### config.mk
export PLATFORM = sky130hd
export DESIGN_NAME = mem_port_arbiter
export DESIGN_NICKNAME = d
export VERILOG_FILES = /design/src/rtl/mem_arb_pkg.sv /design/src/rtl/arb_perf_counter.sv /design/src/rtl/mem_port_arbiter.sv
export SDC_FILE = /design/constraint.sdc
export NUM_CORES = 1
export LEC_CHECK = 0
export CAP_MARGIN = 20
export CORE_ASPECT_RATIO = 1.25
export CORE_UTILIZATION = 40
export CTS_CLUSTER_DIAMETER = 120
export DETAILED_ROUTE_END_ITERATION = 6
export PLACE_DENSITY = 0.9
export SYNTH_ARGS = -nofsm -noshare
export SYNTH_HDL_FRONTEND = slang
export SYNTH_SLANG_ARGS = --single-unit
### constraint.sdc
create_clock -name clk -period 3.65 [get_ports clk]
set_input_delay 0.73 -clock clk [delete_from_list [all_inputs] [get_ports clk]]
set_output_delay 0.73 -clock clk [all_outputs]
set_load 0.1 [all_outputs]
### src/rtl/mem_arb_pkg.sv
// Shared state/owner encodings and default widths for the fetch/data memory port arbiter.
package mem_arb_pkg;
    localparam int ADDR_W_DEF = 32;
    localparam int DATA_W_DEF = 16;

    typedef enum logic [1:0] {
        IDLE   = 2'd0,
        ACCESS = 2'd1,
        RESP   = 2'd2
    } arb_state_t;

    typedef enum logic {
        OWN_IF = 1'b0,
        OWN_DM = 1'b1
    } owner_t;
endpackage

### src/rtl/arb_perf_counter.sv
// 16-bit event counter that sticks at all-ones instead of wrapping.
module arb_perf_counter (
    input  logic        clk,
    input  logic        rst,
    input  logic        inc,
    output logic [15:0] count
);
    always_ff @(posedge clk) begin
        if (rst) begin
            count <= 16'h0000;
        end else if (inc && (count != 16'hFFFF)) begin
            count <= count + 16'h0001;
        end
    end
endmodule

### src/rtl/mem_port_arbiter.sv
// Fetch/data arbiter in front of one single-port memory; optional performance
// counters are built only when ARB_PERF_CNT_EN is defined.
//
// state  | meaning
// IDLE   | no access in flight; a pending request is granted at the next edge
// ACCESS | mem_en held for MEM_LAT cycles from latched owner/addr/we/wdata
// RESP   | one-cycle ack to the owner; no new grant from here
module mem_port_arbiter
    import mem_arb_pkg::*;
#(
    parameter int ADDR_W     = ADDR_W_DEF,
    parameter int DATA_W     = DATA_W_DEF,
    parameter int MEM_LAT    = 2,
    parameter int STARVE_MAX = 3
) (
    input  logic              clk,
    input  logic              rst,
    input  logic              if_req,
    input  logic [ADDR_W-1:0] if_addr,
    output logic              if_ack,
    output logic [DATA_W-1:0] if_rdata,
    input  logic              dm_req,
    input  logic              dm_we,
    input  logic [ADDR_W-1:0] dm_addr,
    input  logic [DATA_W-1:0] dm_wdata,
    output logic              dm_ack,
    output logic [DATA_W-1:0] dm_rdata,
    output logic              mem_en,
    output logic              mem_we,
    output logic [ADDR_W-1:0] mem_addr,
    output logic [DATA_W-1:0] mem_wdata,
    input  logic [DATA_W-1:0] mem_rdata,
    output logic              stall_if,
    output logic              stall_dm,
    output logic [15:0]       perf_conflict,
    output logic [15:0]       perf_busy
);
    localparam int LW = (MEM_LAT > 1) ? $clog2(MEM_LAT) : 1;
    localparam int SW = (STARVE_MAX > 0) ? $clog2(STARVE_MAX + 1) : 1;
    localparam logic [LW-1:0] LAT_LOAD   = LW'(MEM_LAT - 1);
    localparam logic [SW-1:0] STARVE_TOP = SW'(STARVE_MAX);

    arb_state_t        state, state_nx;
    owner_t            owner;
    logic              we_q;
    logic [ADDR_W-1:0] addr_q;
    logic [DATA_W-1:0] wdata_q;
    logic [LW-1:0]     lat_cnt;
    logic [SW-1:0]     starve_cnt;
    logic              grant;
    logic              grant_if;

    // Fetch only beats a concurrent data request once it has lost STARVE_MAX times in a row.
    assign grant_if = if_req & (~dm_req | ((STARVE_MAX != 0) && (starve_cnt == STARVE_TOP)));

    always_comb begin
        state_nx = state;
        grant    = 1'b0;
        mem_en   = 1'b0;
        case (state)
            IDLE: begin
                if (if_req || dm_req) begin
                    grant    = 1'b1;
                    state_nx = ACCESS;
                end
            end
            ACCESS: begin
                mem_en = 1'b1;
                if (lat_cnt == '0) state_nx = RESP;
            end
            RESP:    state_nx = IDLE;
            default: state_nx = IDLE;
        endcase
    end

    always_ff @(posedge clk) begin
        if (rst) begin
            state      <= IDLE;
            owner      <= OWN_IF;
            we_q       <= 1'b0;
            addr_q     <= '0;
            wdata_q    <= '0;
            lat_cnt    <= '0;
            starve_cnt <= '0;
            if_rdata   <= '0;
            dm_rdata   <= '0;
        end else begin
            state <= state_nx;
            if (grant) begin
                owner   <= grant_if ? OWN_IF : OWN_DM;
                addr_q  <= grant_if ? if_addr : dm_addr;
                we_q    <= grant_if ? 1'b0 : dm_we;
                wdata_q <= grant_if ? '0 : dm_wdata;
                lat_cnt <= LAT_LOAD;
                if (grant_if) begin
                    starve_cnt <= '0;
                end else if (if_req && (starve_cnt != STARVE_TOP)) begin
                    starve_cnt <= starve_cnt + 1'b1;
                end
            end
            if (state == ACCESS) begin
                if (lat_cnt != '0) begin
                    lat_cnt <= lat_cnt - 1'b1;
                end else if (owner == OWN_IF) begin
                    if_rdata <= mem_rdata;
                end else if (!we_q) begin
                    dm_rdata <= mem_rdata;
                end
            end
        end
    end

    assign if_ack    = (state == RESP) && (owner == OWN_IF);
    assign dm_ack    = (state == RESP) && (owner == OWN_DM);
    assign mem_we    = mem_en & we_q;
    assign mem_addr  = addr_q;
    assign mem_wdata = wdata_q;
    assign stall_if  = if_req & ~if_ack;
    assign stall_dm  = dm_req & ~dm_ack;

`ifdef ARB_PERF_CNT_EN
    arb_perf_counter u_perf_conflict (
        .clk   (clk),
        .rst   (rst),
        .inc   ((state == IDLE) && if_req && dm_req),
        .count (perf_conflict)
    );

    arb_perf_counter u_perf_busy (
        .clk   (clk),
        .rst   (rst),
        .inc   (state != IDLE),
        .count (perf_busy)
    );
`else
    assign perf_conflict = 16'h0000;
    assign perf_busy     = 16'h0000;
`endif
endmodule
### Word-level counts from Yosys, hierarchy flattened

Index checks and enable logic that the tools add are counted.
Widths: inputs -> output; s select.

* register bits after elaboration: 87
* input port bits: 101
* output and inout bits: 118
* word-level logic and storage cells: 53

* $add $sub $neg: 2
* equal/unequal tests: 6
* multiplexer cells: 15
* bitwise gates (word level): 11
* reduce and logical (&&, ||, !) cells: 10

Operator list (number)
* $mux 32: 1
* $mux 16: 1
* $mux 1: 8
* $mux 2: 4
* $ne 2x2->1 const B: 3
* $not 1->1: 6
* $and 1x1->1: 4
* $eq 2x2->1 const B: 2
* $pmux 2 s2: 1
* $reduce_and 2->1: 2
* $reduce_and 4->1: 1
* $logic_and 1x1->1: 3
* $reduce_and 3->1: 1
* $add 2x1->2 const B: 1
* $eq 2x1->1 const B: 1
* $logic_not 2->1: 1
* $reduce_bool 2->1: 1
* $logic_or 1x1->1: 1
* $or 1x1->1: 1
* $sub 1x1->1 const B: 1

### Logic depth before layout (Yosys ltp)

* depth in word-level cells: 6
* depth in mapped cells: 6
* gate-level depth less buffers: 4

### Least setup slack after synthesis

Ideal clock, no wire load.

* kind: register -> output
* start: register state[1]
* end: output stall_if
* data arrival time: 4047 ps
* path slack: -1127 ps
* cell stages (with the launch flop): 3
* buffers on the path: 0
* cell sequence: dfxtp_1 > nor3b_1 > nor2_1

* longest elaborated chain between the ends: 4

RTL lines
* from (decl): RTL line mem_port_arbiter.sv:43 `arb_state_t state, state_nx;`
* from (signal assigned): RTL line mem_port_arbiter.sv:88 `state <= state_nx;`
* $eq 2x2->1: RTL line mem_port_arbiter.sv:113 `assign if_ack = (state == RESP) && (owner == OWN_IF);`
* $logic_and 1x1->1: RTL line mem_port_arbiter.sv:113
* net if_ack: RTL line mem_port_arbiter.sv:20 `output logic if_ack,`
* $not 1->1: RTL line mem_port_arbiter.sv:118 `assign stall_if = if_req & ~if_ack;`
* $and 1x1->1: RTL line mem_port_arbiter.sv:118
* to (decl): RTL line mem_port_arbiter.sv:33 `output logic stall_if,`

The timed path passes the listed nets, and every way through them passes these cells.

### Worst setup path in the final report

* start: input if_req
* end: output stall_if

* longest elaborated chain between the ends: 1

RTL lines
* from (decl): RTL line mem_port_arbiter.sv:18 `input logic if_req,`
* $and 1x1->1: RTL line mem_port_arbiter.sv:118

Every way passes these cells.

==> results.yml <==
setup_path:
  ff2ff_setup_slack_ns: 1.45
  crit_chain: "clkdlybuf4s50_1 > inv_2 > nor2_1 > buf_12"
  required_ns: 2.92
  r2r_cells: 3
  setup.worst_path.class: "input pin to output port"
  crit_cells: 4
  slowest_stage: "clkdlybuf4s50_1"
  crit_path_end_kind: "output port"
  rr_endpoint: "mem_wdata[2]$_SDFFE_PP0P_"
  cp_top_family: "buffers and inverters"
  crit_fanout: 33
  crit_start: "if_req"
  cp_num_buf_inv: 3
  startpoint_type: "input pin"
  crit_arrival_ns: 2.33
  cpPeakStageDelay_ns: 0.74
  crit_path_end: "stall_if"
  r2r-start: "state[1]$_SDFFE_PP0P_"
timing:
  max_freq_mhz: 327
  timing.setup.tns_ns: 0
  rsz0062_at_grt: "false"
  finalSetupViolations: 0
  min_period_over_period: 0.839
  fin_crit_ns: 3.06
  tightestPinTransition_ns: 1.01
  timing.hold.ws_ns: 0.457
  max-slew-margin-rel: 0.323
  hold_viol_final: 0
  fin_skew_ns: 0.00759
  slew_viol_final: 0
clock_network:
  post-cts-setup-buffer-count: 0
  clkTransAtPathRegs_ns: 0.06
  numCtsBuffers: 9
  tritoncts: "built"
  cts_buffer_depth: 2
  cts-root-buf: "clkbuf_16"
  cts_resized: 0
  postCtsHoldBufs: 0
  cts-htree-levels: 3
  cts.sink_count: 87
  clk_latency_ns: 0.34
cells_and_area:
  layout_commonest_cell: "clkdlybuf4s50_1"
  nNetsFinal: 699
  area_delta_synth_final_pct: 48.6
  finalNonFillerCells: 731
  fillCellCount: 800
  multiInputGateArea_sq_um: 2070
  drive_gt1_frac: 0.125
  antennaDiodeCount: 0
  mostFrequentLayoutCells: "clkdlybuf4s50_1 (179), dfxtp_1 (87), a21oi_1 (52), nand2b_1 (34)"
  regArea_sq_um: 1740
route:
  via_per_inst: 5.29
  antenna_left: 0
  first_pass_iters: 4
  drcViolationCount: 0
  drt_wl_total_um: 11900
  wire_per_inst_um: 16.3
  drtIter0Drc: 108
  vias: 3868
floorplanning:
  num_rows: 41
  start_util: 0.413
  core_sq_um: 10100
  die_h_um: 116
  die-area_sq_um: 10900
  pin_count: 219
  die_w_um: 93.4
global_routing:
  grt.busiest_layer: "met2"
  grtUsageMet1: 0.231
  grt_overflow_total: 0
  globalRouteMet3Util: 0.0534
  grt_pass1_vias: 3832
  grt_max_degree: 46
  grt_pass1_wl_um: 18300
  track_usage: 0.217
  antenna_found_initial: 0
  grtUsageMet2: 0.397
place:
  io_buffers: 186
  gp_congestion: 0.752
  dp_hpwl_um: 8450
  dpl.cell_count: 715
yosys:
  yosysWarnings: 0
  synthCells: 440
  ys_seq_elements: 87
  ys_types: 39
  syn_avg_cell_area_sq_um: 9.49
  yosysSeqAreaShare: 0.417
  synth.cell_area_sq_um: 4180
run_status:
  status: "finished clean"
power_and_ir_drop:
  peakVddDrop_uv: 323
  leakagePower_nw: 2.21
  power_density_nw_per_um2: 551
hold_path:
  worstHoldPathType: "flip-flop to flip-flop"
job:
  maxCapViolations: 0
layer usage:
| layer | vias to the layer above | part of all wire |
|---|---|---|
| li1 | 1825 | - |
| met1 | 1825 | 0.38 |
| met2 | 186 | 0.52 |
| met3 | 32 | 0.066 |
| met4 | 0 | 0.033 |
| met5 | - | 0 |
power by group:
part | internal [W] | leakage [nW] | switching [W]
Combinational | 0.000341 | 1.34 | 0.000982
Clock | 0.000608 | 0.157 | 0.000393
Sequential | 0.00103 | 0.714 | 0.0000585
synth_stat cells:
master | count | area (sq um)
conb_1 | 1 | 3.75
o21ai_0 | 32 | 160
and2_1 | 1 | 6.26
nor2b_1 | 1 | 6.26
nand2_1 | 26 | 97.6
a21oi_4 | 1 | 16.3
buf_4 | 36 | 270
nor4b_2 | 1 | 15.0
a21oi_1 | 52 | 260
a22oi_1 | 1 | 7.51
nor3_1 | 1 | 5.00
inv_2 | 1 | 3.75
a311oi_1 | 3 | 26.3
nor3b_1 | 1 | 7.51
buf_2 | 12 | 60.1
and3b_1 | 1 | 8.76
buf_6 | 6 | 67.6
ha_1 | 1 | 12.5
nand3b_1 | 1 | 7.51
a311oi_2 | 30 | 450
and4b_1 | 1 | 10.0
nor4b_4 | 1 | 23.8
or2_1 | 1 | 6.26
and2_4 | 1 | 8.76
mux2i_1 | 16 | 160
and2b_1 | 1 | 7.51
inv_1 | 1 | 3.75
nor2_1 | 3 | 11.3
nand2b_1 | 34 | 213
dfxtp_1 | 87 | 1740
or3_1 | 1 | 6.26
a22o_1 | 17 | 149
nand3_1 | 32 | 160
buf_8 | 1 | 15.0
clkbuf_1 | 21 | 78.8
nand4_1 | 1 | 6.26
or4b_1 | 1 | 10.0
nand2_2 | 10 | 62.6
or3b_1 | 1 | 8.76
registers in the layout, summed over array words and instances (netlist names):
| name | cells |
|---|---|
| dm_rdata | 16 |
| if_rdata | 16 |
| lat_cnt | 1 |
| mem_addr | 32 |
| mem_wdata | 16 |
| owner | 1 |
| starve_cnt | 2 |
| state | 2 |
| we_q | 1 |
how the worst min path moves through the flow:
stage,from,end,slack [ns],cells after the start
detailed placement,if_rdata[6]$_SDFFE_PP0P_,if_rdata[6]$_SDFFE_PP0P_,0.45,2
finish,if_rdata[6]$_SDFFE_PP0P_,if_rdata[6]$_SDFFE_PP0P_,0.46,2
global placement,if_rdata[15]$_SDFFE_PP0P_,if_rdata[15]$_SDFFE_PP0P_,0.44,2
global route,if_rdata[10]$_SDFFE_PP0P_,if_rdata[10]$_SDFFE_PP0P_,0.48,2
floorplan,starve_cnt[1]$_SDFFE_PP0P_,starve_cnt[1]$_SDFFE_PP0P_,0.44,2
CTS,if_rdata[6]$_SDFFE_PP0P_,if_rdata[6]$_SDFFE_PP0P_,0.46,2
final cells by class:
class	instances	area share
clock buffer	9	0.0363
clock inverter	7	0.0165
inverter	2	0.00121
multi-input combinational	306	0.334
sequential	87	0.281
tap	129	0.0260
timing repair buffer	191	0.305
worst register-to-register path, stage by stage (launching register included):
cell     delay [ns]
dfxtp_1        0.39
nor2_4         0.77
and4b_1        0.76
a22o_1         0.23
per-stage QoR:
step | area [sq um] | power (W) | utilization | setup WS (ns)
2_1_floorplan | 4300 | 0.00215 | - | 0.336
3_3_place_gp | 5880 | 0.00241 | 0.582 | 0.664
3_5_place_dp | 5880 | 0.00244 | 0.582 | 0.603
4_1_cts | 6200 | 0.00344 | 0.614 | 0.601
5_1_grt | 6200 | 0.00354 | 0.614 | 0.477
6_report | 6200 | 0.00342 | 0.614 | 0.589
logic make-up after synthesis:
kind of cell | Yosys count | synth area share
simple gates | 121 | 0.165
flops | 87 | 0.417
mux | 16 | 0.0384
fa+ha+maj | 1 | 0.00300
other cells | 1 | 0.000898
buf+inv | 78 | 0.120
compound gates | 136 | 0.256
No activity file was read; power rests on OpenSTA's default activity.
